--- src/rtl/decoder_seq.sv ---
// Registered index decoder: one-hot hold, thermometer hold, or auto-scan
// of the one-hot select with a programmable dwell per index.
module decoder_seq #(
    parameter int IN_W  = 4,
    parameter int OUT_W = 1 << IN_W,
    parameter int DWELL = 1
) (
    input  logic             clk,
    input  logic             reset,
    input  logic             enable,
    input  logic             in_valid,
    output logic             in_ready,
    input  logic [IN_W-1:0]  in,
    input  logic [1:0]       mode,
    input  logic             stop,
    output logic [OUT_W-1:0] sel,
    output logic [IN_W-1:0]  idx,
    output logic             busy,
    output logic             wrap
);

    if (IN_W < 1 || IN_W > 8) begin : g_bad_in_w
        $error("decoder_seq: IN_W must be in 1..8");
    end
    if (OUT_W != (1 << IN_W)) begin : g_bad_out_w
        $error("decoder_seq: OUT_W is derived and must equal 1<<IN_W");
    end
    if (DWELL < 1 || DWELL > 255) begin : g_bad_dwell
        $error("decoder_seq: DWELL must be in 1..255");
    end

    typedef enum logic [1:0] {
        IDLE,
        HOLD,
        SCAN
    } state_t;

    localparam logic [7:0]      DWELL_LAST = 8'(DWELL - 1);
    localparam logic [IN_W-1:0] ONE        = 1;
    localparam logic [IN_W-1:0] IDX_MAX    = '1;

    state_t             state_q, state_d;
    logic [1:0]         mode_q, mode_d;
    logic [7:0]         cnt_q, cnt_d;
    logic [IN_W-1:0]    idx_d;
    logic               wrap_d;
    logic [OUT_W-1:0]   sel_d;
    logic [31:0]        idx_w;

    assign in_ready = enable;

    always_ff @(posedge clk or posedge reset) begin
        if (reset) begin
            state_q <= IDLE;
            mode_q  <= 2'b00;
            cnt_q   <= '0;
            idx     <= '0;
            sel     <= '0;
            busy    <= 1'b0;
            wrap    <= 1'b0;
        end else begin
            state_q <= state_d;
            mode_q  <= mode_d;
            cnt_q   <= cnt_d;
            idx     <= idx_d;
            sel     <= sel_d;
            busy    <= (state_d == SCAN);
            wrap    <= wrap_d;
        end
    end

    always_comb begin
        state_d = state_q;
        mode_d  = mode_q;
        cnt_d   = cnt_q;
        idx_d   = idx;
        wrap_d  = 1'b0;
        sel_d   = '0;
        idx_w   = '0;

        if (!enable) begin
            state_d = IDLE;
            cnt_d   = '0;
        end else if (in_valid) begin
            idx_d   = in;
            mode_d  = mode;
            cnt_d   = '0;
            state_d = (mode == 2'b01 || mode == 2'b10) ? SCAN : HOLD;
        end else if (state_q == SCAN) begin
            if (stop) begin
                state_d = HOLD;
                cnt_d   = '0;
            end else if (cnt_q == DWELL_LAST) begin
                cnt_d = '0;
                if (mode_q == 2'b10) begin
                    idx_d  = idx - ONE;
                    wrap_d = (idx == '0);
                end else begin
                    idx_d  = idx + ONE;
                    wrap_d = (idx == IDX_MAX);
                end
            end else begin
                cnt_d = cnt_q + 8'd1;
            end
        end

        // Select is decoded from the next-state values so it lands on the same edge as idx.
        idx_w = 32'(idx_d);
        if (state_d != IDLE) begin
            for (int unsigned i = 0; i < OUT_W; i++) begin
                sel_d[i] = (mode_d == 2'b11) ? (i <= idx_w) : (i == idx_w);
            end
        end
    end

endmodule

--- config.mk ---
export PLATFORM = sky130hd
export DESIGN_NAME = decoder_seq
export DESIGN_NICKNAME = d
export VERILOG_FILES = /design/src/rtl/decoder_seq.sv
export SDC_FILE = /design/constraint.sdc
export NUM_CORES = 1
export LEC_CHECK = 0
export ABC_AREA = 1
export CAP_MARGIN = 20
export CORE_MARGIN = 5
export CORE_UTILIZATION = 45
export DETAILED_ROUTE_END_ITERATION = 16
export GPL_TIMING_DRIVEN = 0
export HOLD_SLACK_MARGIN = 0.02
export PLACE_DENSITY = 0.66
export SYNTH_ARGS = -nofsm -noshare
export SYNTH_HDL_FRONTEND = slang
export SYNTH_SLANG_ARGS = --single-unit
--- constraint.sdc ---
create_clock -name clk -period 2.9 [get_ports clk]
set_clock_uncertainty 0.1 [all_clocks]
set_input_delay 0.435 -clock clk [delete_from_list [all_inputs] [get_ports clk]]
set_output_delay 0.435 -clock clk [all_outputs]
set_load 0.05 [all_outputs]
==> results.txt <==
----------------------------------------------------
[Placed design]
  Detailed placer's ending HPWL ... 3.059 mm
  Post-Place Setup Slack ... 330.8 ps
  Global placer's final weighted congestion ... 0.8827
  Port buffer count ... 33

[Clock network]
  Post-CTS Hold Fix Bufs ... 0
  Clock sink count ... 34
  Post CTS Setup Buffer Count ... 0
  Post-cts sizing count ... 0
  TritonCTS clock tree ... yes
  Library cell used as clock root buffer ... clkbuf_8
  Clock-pin slew on the worst setup and hold paths ... 70 ps
  H-Tree Depth ... 2
  Buffer levels on the longest clock path ... 2
  Number of buffers created by CTS ... 5
  Insertion delay to the later sink of the worst-skew pair ... 280 ps

[Setup path]
  Cell chain of the critical path ... clkdlybuf4s50_1, buf_4, clkdlybuf4s50_1
  Library cell contributing the largest single delay on the critical path ... clkdlybuf4s50_1
  Kind of capture point of the worst setup path ... output port
  Type of the worst setup path ... input port to output port
  Highest net fanout along the worst path ... 7
  Startpoint types ... input port
  CP dominant cell by count ... clkdlybuf4s50_1
  Required arrival time at the worst endpoint ... 2370 ps
  Crit path DAT ... 2020 ps
  Slowest cell delay on critical path ... 790 ps

[Global route]
  Via count of the first global-routing pass ... 1,601
  Largest net degree at the start of global routing ... 23
  Global-route wire length before repair ... 7.182 mm
  Overall Global Routing Usage ... 17.06%
  Antenna violations before repair ... 0
  GRT Residual Overflow ... 0

[Timing]
  Final hold violation count ... 0
  Tightest slew margin relative to the limit ... 62.18%
  Final period demand of the worst path ... 2560 ps
  Final count of pins violating max slew ... 0
  Highest clock frequency the design can meet ... 390.7 MHz
  Setup ws final ... 340.5 ps
  Period utilisation layout ... 88.26%
  Total Neg Setup Slack ... 0 ps
  Actual transition at the worst max-transition pin ... 566.7 ps
  Unrepaired setup endpoints after global routing ... false
  # setup viols final ... 0

[Layout]
  Antenna Cells ... 0
  Layout filler cell count ... 377
  Most frequent cells in the layout ... 58 x nand2_1, 34 x dfrtp_1, 33 x clkdlybuf4s50_1
  Area delta synth->final ... 26.38%
  Commonest non-fill, non-tap cell in the layout ... nand2_1
  Layout cell share with drive strength beyond 1 ... 16.15%
  Net count, final ... 306

[Pwr]
  Power density over the cells ... 517.0 nW/um^2
  Worst VDD drop ... 0.3185 mV
  Design Power ... 1.246 mW
  Standby leakage power ... 1.178 nW

[Route]
  First-iteration detailed-routing DRC count ... 100
  Total wirelength of the detailed-routed design ... 4.021 mm
  Total iterations of the first detailed-routing run ... 5
  Vias ... 1,659
  Number of vias per cell ... 4.865
  Final routed DRC violation total ... 0
  DR WL/cell ... 11.79 um
  ANT nets after route ... 0

[Yosys]
  Number of nets produced by synthesis ... 265
  Total number of yosys warnings ... 0
  Most used flip-flop cell after synthesis ... dfrtp_1
  Synthesized area ... 1907 sq um
  Number of flip-flops and latches in the synthesized netlist ... 34
  Leading post-synthesis cells by cell area ... dfrtp_1 45%, nand2_1 11%, inv_1 6.3%
  Number of library cell types mapped by synthesis ... 28
  Async set-reset flop share out of synthesis ... 100.0%
  Post-synth top area share ... 44.62%
  Count of flip-flops with a built-in enable after synthesis ... 0
  Average cell area after synthesis ... 7.597 sq um
  Sequential-to-total area share from yosys stat ... 44.62%
  Dominant cell type by area after synthesis ... dfrtp_1
  Number of cells produced by synthesis ... 251

[Die]
  Effective utilization at floorplan ... 46.99%
  Die width ... 75.10 um
  Core ar. ... 4058 sq um
  Die Outline Area ... 5639 sq um
  Std-Cell Rows ... 23
  I/O pin count ... 34
  Vert. Die Dim ... 75.10 um

[Job]
  Maxcap violations ... 0

[Run status]
  Status ... completed

[Worst hold path]
  Hold/Removal Path Class ... input port to asynchronous set/reset pin

----------------------------------------------------
[cell type report]
class                           instances  area (sq um)  share of cell area, %
Inverter                               46         176.4                  7.321
Tap cell                               50         62.56                  2.596
Multi-Input combinational cell        169         860.8                  35.72
Timing Repair Buffer                   34         357.8                  14.85
Buffer                                  2         18.77                 0.7788
Clock buffer                            6         82.58                  3.427
Sequential cell                        34         850.8                  35.31
[Yosys cell counts, drive strengths merged, types with 2 or more instances]
master  instances
a21oi          17
buf             2
dfrtp          34
ha              3
inv            45
nand2          66
nand3          24
nor2           36
nor3            4
nor3b           2
o21ai          10
o22ai           2
[cells by family after synthesis]
family | share of synthesized area, %
XOR/XNOR | 0.4594
AND/OR/NAND/NOR | 32.87
flip-flops | 44.62
AO/OA/AOI/OAI | 9.843
buffers and inverters | 10.24
adder cells (fa/ha/maj) | 1.969
[worst max-delay path, delay by kind of cell]
kind,cells,cell delay (ps)
buffers and inverters,3,1590
[power breakdown]
part | internal [mW] | total [mW] | leakage, nW | switching, mW
Combinational | 0.122 | 0.379 | 0.680 | 0.258
Sequential | 0.503 | 0.525 | 0.455 | 0.0215
Clock | 0.183 | 0.342 | 0.0431 | 0.159
Total | 0.808 | 1.25 | 1.18 | 0.438
[worst paths after layout]
kind / cells past startpoint / startpoint / to / slack (ps)
setup / recovery: 3 / enable / in_ready / 340
min in group clk: 2 / cnt_q[7]$_DFFE_PP0P_ / cnt_q[7]$_DFFE_PP0P_ / 430
setup reg to reg: 16 / idx[1]$_DFF_PP0_ / sel[11]$_DFF_PP0_ / 800
max in group asynchronous: 3 / reset / sel[9]$_DFF_PP0_ / 1780
hold reg to reg: 2 / cnt_q[7]$_DFFE_PP0P_ / cnt_q[7]$_DFFE_PP0P_ / 430
hold / removal: 2 / reset / wrap$_DFF_PP0_ / 420
[layer usage]
metal | global-route usage [%] | share of wire (%) | vias to the layer above | wire length (um)
met2 | 24.85 | 43 | 43 | 1728
met3 | 3.872 | 4.9 | 5 | 199
li1 | - | - | 875 | -
met5 | 0 | 0 | - | 0
met1 | 24.12 | 50 | 736 | 2027
met4 | 7.708 | 1.6 | 0 | 65
[sequential cells by signal, indices dropped and copies added, names as in the netlist]
register	count
busy	1
sel	16
state_q	2
idx	4
mode_q	2
wrap	1
cnt_q	8
[metrics by stage]
step / hold slack [ps] / instances / cell area [sq um] / utilization (%)
2_1_floorplan: 388.0 / 251 / 1907 / -
3_3_place_gp: 408.0 / 334 / 2300 / 56.68
3_5_place_dp: 414.2 / 335 / 2327 / 57.35
4_1_cts: 432.8 / 341 / 2410 / 59.39
5_1_grt: 472.9 / 341 / 2410 / 59.39
6_report: 418.8 / 341 / 2410 / 59.39
Note: power is estimated with default switching activity, not from simulation.
